### src/rtl/red_pitaya_daisy_frm_tx.sv
`timescale 1ns/1ps
// Daisy-chain message framer: buffers typed 32-bit messages and emits each as a
// 4-word frame (header, payload hi, payload lo, XOR checksum) on the parallel TX port.
module red_pitaya_daisy_frm_tx #(
   parameter int unsigned FIFO_DW  = 4,
   parameter logic [7:0]  HDR_SYNC = 8'hA5
) (
   input  logic        par_clk_i,
   input  logic        par_rstn_i,
   input  logic        en_i,
   input  logic        msg_vld_i,
   input  logic [3:0]  msg_type_i,
   input  logic [31:0] msg_dat_i,
   output logic        msg_rdy_o,
   input  logic        par_rdy_i,
   output logic        par_dv_o,
   output logic [15:0] par_dat_o,
   output logic        busy_o,
   output logic [15:0] frame_cnt_o
);

   localparam int unsigned PW = $clog2(FIFO_DW);
   localparam int unsigned CW = PW + 1;

   typedef enum logic [2:0] {IDLE, HDR, DHI, DLO, CHK} state_t;

   typedef struct packed {
      logic [3:0]  typ;
      logic [31:0] dat;
   } msg_t;

   state_t        state_q, state_d;
   msg_t          fifo_q [FIFO_DW];
   msg_t          fifo_d [FIFO_DW];
   logic [PW-1:0] wr_ptr_q, wr_ptr_d;
   logic [PW-1:0] rd_ptr_q, rd_ptr_d;
   logic [CW-1:0] cnt_q, cnt_d;
   msg_t          hold_q, hold_d;
   logic [3:0]    seq_q, seq_d;
   logic [15:0]   frame_cnt_q, frame_cnt_d;
   logic          par_dv_q, par_dv_d;
   logic [15:0]   par_dat_q, par_dat_d;
   logic          busy_q, busy_d;

   logic          push, pop, xfer, can_start;
   logic [15:0]   hdr;

   assign msg_rdy_o = (cnt_q != CW'(FIFO_DW));

   always_comb begin
      state_d     = state_q;
      fifo_d      = fifo_q;
      wr_ptr_d    = wr_ptr_q;
      rd_ptr_d    = rd_ptr_q;
      cnt_d       = cnt_q;
      hold_d      = hold_q;
      seq_d       = seq_q;
      frame_cnt_d = frame_cnt_q;
      pop         = 1'b0;
      push        = msg_vld_i && msg_rdy_o;
      xfer        = par_dv_q && par_rdy_i;
      can_start   = en_i && (cnt_q != '0);

      case (state_q)
         IDLE: begin
            if (can_start) begin
               pop     = 1'b1;
               state_d = HDR;
            end
         end
         HDR: if (xfer) state_d = DHI;
         DHI: if (xfer) state_d = DLO;
         DLO: if (xfer) state_d = CHK;
         CHK: begin
            if (xfer) begin
               seq_d = seq_q + 4'd1;
               if (frame_cnt_q != 16'hFFFF) frame_cnt_d = frame_cnt_q + 16'd1;
               // chain straight into the next frame so back-to-back frames have no gap
               if (can_start) begin
                  pop     = 1'b1;
                  state_d = HDR;
               end else begin
                  state_d = IDLE;
               end
            end
         end
         default: state_d = IDLE;
      endcase

      if (push) begin
         fifo_d[wr_ptr_q] = '{typ: msg_type_i, dat: msg_dat_i};
         wr_ptr_d         = wr_ptr_q + PW'(1);
      end
      if (pop) begin
         hold_d   = fifo_q[rd_ptr_q];
         rd_ptr_d = rd_ptr_q + PW'(1);
      end
      case ({push, pop})
         2'b10:   cnt_d = cnt_q + CW'(1);
         2'b01:   cnt_d = cnt_q - CW'(1);
         default: cnt_d = cnt_q;
      endcase

      // output word is built from next-state values so it is registered, and holds during stalls
      hdr = {HDR_SYNC, seq_d, hold_d.typ};
      case (state_d)
         HDR:     par_dat_d = hdr;
         DHI:     par_dat_d = hold_d.dat[31:16];
         DLO:     par_dat_d = hold_d.dat[15:0];
         CHK:     par_dat_d = hdr ^ hold_d.dat[31:16] ^ hold_d.dat[15:0];
         default: par_dat_d = 16'h0000;
      endcase
      par_dv_d = (state_d != IDLE);
      busy_d   = (state_d != IDLE);
   end

   always_ff @(posedge par_clk_i or negedge par_rstn_i) begin
      if (!par_rstn_i) begin
         state_q     <= IDLE;
         for (int i = 0; i < int'(FIFO_DW); i++) fifo_q[i] <= '0;
         wr_ptr_q    <= '0;
         rd_ptr_q    <= '0;
         cnt_q       <= '0;
         hold_q      <= '0;
         seq_q       <= '0;
         frame_cnt_q <= '0;
         par_dv_q    <= 1'b0;
         par_dat_q   <= '0;
         busy_q      <= 1'b0;
      end else begin
         state_q     <= state_d;
         fifo_q      <= fifo_d;
         wr_ptr_q    <= wr_ptr_d;
         rd_ptr_q    <= rd_ptr_d;
         cnt_q       <= cnt_d;
         hold_q      <= hold_d;
         seq_q       <= seq_d;
         frame_cnt_q <= frame_cnt_d;
         par_dv_q    <= par_dv_d;
         par_dat_q   <= par_dat_d;
         busy_q      <= busy_d;
      end
   end

   assign par_dv_o    = par_dv_q;
   assign par_dat_o   = par_dat_q;
   assign busy_o      = busy_q;
   assign frame_cnt_o = frame_cnt_q;

endmodule

### config.mk
export PLATFORM = sky130hd
export DESIGN_NAME = red_pitaya_daisy_frm_tx
export DESIGN_NICKNAME = d
export VERILOG_FILES = /design/src/rtl/red_pitaya_daisy_frm_tx.sv
export SDC_FILE = /design/constraint.sdc
export NUM_CORES = 1
export LEC_CHECK = 0
export ABC_AREA = 1
export BUFFER_PORTS_ARGS = -buffer_cell sky130_fd_sc_hd__buf_2
export CELL_PAD_IN_SITES_DETAIL_PLACEMENT = 1
export CELL_PAD_IN_SITES_GLOBAL_PLACEMENT = 1
export CORE_UTILIZATION = 50
export DETAILED_ROUTE_END_ITERATION = 8
export GPL_TIMING_DRIVEN = 0
export PLACE_DENSITY_LB_ADDON = 0.1
export SLEW_MARGIN = 20
export SYNTH_ARGS = -nofsm -noshare
export SYNTH_HDL_FRONTEND = slang
export SYNTH_SLANG_ARGS = --single-unit
### constraint.sdc
create_clock -name par_clk_i -period 5.7 [get_ports par_clk_i]
set_input_delay 1.14 -clock par_clk_i [delete_from_list [all_inputs] [get_ports par_clk_i]]
set_output_delay 1.14 -clock par_clk_i [all_outputs]
set_load 0.02 [all_outputs]
==> impl_metrics.ini <==
[setup_path]
r2r-end = par_dat_o[11]
worstSetupEndpointType = register
worst_path_most_repeated_cell = nand2_1
critical_path_buf_inv_count = 2
crit_type = reg -> reg
crit_fanout = 10
slowest_delay_ps = 600
worstPathRequired_ps = 6110
startpoint = rd_ptr_q[1]
crit_family = compound AO/OA/AOI/OAI gates
reg2reg_slack_ps = 3070
r2r_cells = 9
worstSetupStartpointType = register
path_depth = 9
crit_arrival_ps = 3050
crit_end = par_dat_o[11]
reg2reg_from = rd_ptr_q[1]
cp_slowest_cell = clkbuf_1
path_cells = buf_2 -> clkbuf_1 -> o21ai_0 -> o21ai_0 -> nand2_1 -> nand2_1 -> o21ai_1 -> nand2_1 -> nand2_1

[sta]
slew_headroom_pct = 49.6
hold_viol = 0
setup_ws_ps = 3070
fin_worst_skew_ps = 10.8
drv_slew = 0
rsz0062_at_grt = no
finalCritPeriodShare_pct = 46.2
setup_viol = 0
fin_crit_ps = 2630
worstMarginPinSlew_ps = 756
fmax_mhz = 380

[grt]
grt_pass1_wl_microns = 53300
grt.total_usage_pct = 30.9
grt.overflow.total = 0
use_met1_pct = 41.4
grt_use_met3_pct = 4.16
grt_start_max_net_pins = 87
grtUsageMet2_pct = 51.8
busiest_layer = met2
antenna_found_initial = 0
grt_pass1_vias = 9641

[logic_synthesis]
synth-edff-count = 0
synth_area_sq_um = 11200
postSynthCellCount = 1263
ys_seq_area_share_pct = 50.9
syn_area_per_cell_sq_um = 8.83
ys_types = 38
synthesis.nets = 1312
ys_warn_count = 0
ys_ff_latch = 227
yosys-top-cells-count = nand2_1, dfrtp_1, inv_1
synth_area_leaders = dfrtp_1, nand2_1, mux2_2, o21ai_0, inv_1
synthArstFlopShare_pct = 100
synth_ff_type = dfrtp_1
yosysMostFrequentCell = nand2_1
synth_top_area_share_pct = 50.9
yosysTopAreaCell = dfrtp_1

[clocking]
tritoncts = built
cts_setup_buffers = 0
cts_buffers = 27
clock_sinks = 227
root_buffer = clkbuf_16
ctsResizeCount = 0
cts_buffer_depth = 3
clock_latency_ps = 530
clk_pin_slew_ps = 60
htree_levels = 1
holdBufCountCts = 0

[layout]
final_cell_area_sq_um = 12800
diodes = 0
drive_gt1_share_pct = 21.4
area_growth_pct = 14.8
final_util_pct = 58.7
final_cells = 1665
finalNetCount = 1418
fill_cells = 2575

[drt]
wirelength_microns = 33600
viasPerCell = 5.45
post-route-drc-count = 0
ant_nets = 0
drt_iter0_drc = 487
vias = 9073
wl_per_cell_microns = 20.2
drt_first_pass_iters = 4

[power]
power_mw = 8.27
cellPowerDensity_nw_per_um2 = 646
ir_drop_mv = 0.311
p_leak_nw = 6.31

[placement]
dp_cells = 1620
place_hpwl_microns = 23600
post-place-ws_ps = 2570
globalplace.congestion = 0.830
post_dp_cell_area_sq_um = 11900
io_buffers = 75

[die]
die_area_sq_um = 22900
start_util_pct = 51.1
io_pins = 76
fp.dieH_microns = 151
core_area_sq_um = 21800
row_count = 54
die_width_microns = 151

[status]
status = finished, final reports clean

[flow_run]
maxCapViolCount = 0

[min_path]
hold_class = reg -> reg
-- worst reg2reg max path, delay by kind of cell, from the launching register on --
| family | cells | cell delay [ps] |
|---|---|---|
| buf+inv | 2 | 770 |
| simple gates | 4 | 510 |
| flops | 1 | 340 |
| compound gates | 3 | 920 |
-- registers in the layout, indices dropped and copies added (netlist names) --
name         count
frame_cnt_o     16
rd_ptr_q         2
fifo_q         144
busy_o           1
state_q          3
cnt_q            3
wr_ptr_q         2
hold_q          36
par_dat_o       16
seq_q            4
-- layout by cell type (no fill, tap or decap), types with 27 or more instances in the layout --
cell type  instances
o211ai_1          28
o21ai_0           99
clkbuf_16         27
dfrtp_1          227
nand3_1           65
buf_2             97
nand2_1          377
mux2_2            70
nor2_1            67
inv_1            121
o21ai_1           29
-- cell families after synthesis --
family	synth area share [%]
and+or+nand+nor	21.5
DFF	50.9
buffers and inverters	8.30
AOI/OAI and AO/OA	9.11
muxes	7.67
xor gates and xnor gates	1.57
adders and majority gates	0.965
-- how the worst min path moves through the flow --
stage / from / end / slack (ps) / cells after the start
detailed placement: fifo_q[48] / fifo_q[48] / 480 / 1
global placement: cnt_q[0] / cnt_q[0] / 460 / 1
floorplan: cnt_q[0] / cnt_q[0] / 450 / 1
CTS: fifo_q[46] / fifo_q[46] / 500 / 1
global route: fifo_q[46] / fifo_q[46] / 510 / 1
finish: fifo_q[46] / fifo_q[46] / 490 / 1
-- metal layers --
layer	vias to the layer above	share of wire (%)
met4	0	2.5
met2	193	49
met3	59	4.3
met1	4578	44
li1	4243	-
met5	-	0
-- layout make-up --
type / instances / area (sq um) / area share (%)
Tap cell: 280 / 350 / 2.73
Multi-Input combinational cell: 848 / 4550 / 35.5
Clock inverter: 6 / 105 / 0.820
Inverter: 127 / 479 / 3.74
Clock buffer: 39 / 761 / 5.94
Timing Repair Buffer: 77 / 440 / 3.44
Buffer: 61 / 447 / 3.49
Sequential cell: 227 / 5680 / 44.3
-- report_power, final --
part | internal, mW | total, mW | switching (mW)
clock network | 1.05 | 1.72 | 0.669
logic | 1.32 | 3.88 | 2.56
registers | 2.36 | 2.67 | 0.312
-- through the flow --
step / hold slack [ps] / TNS [ps]
floorplan: 446 / 0
global placement: 464 / -146560
detailed placement: 477 / 0
CTS: 495 / 0
global route: 511 / 0
finish: 490 / 0
(Power assumes the default switching activity.)
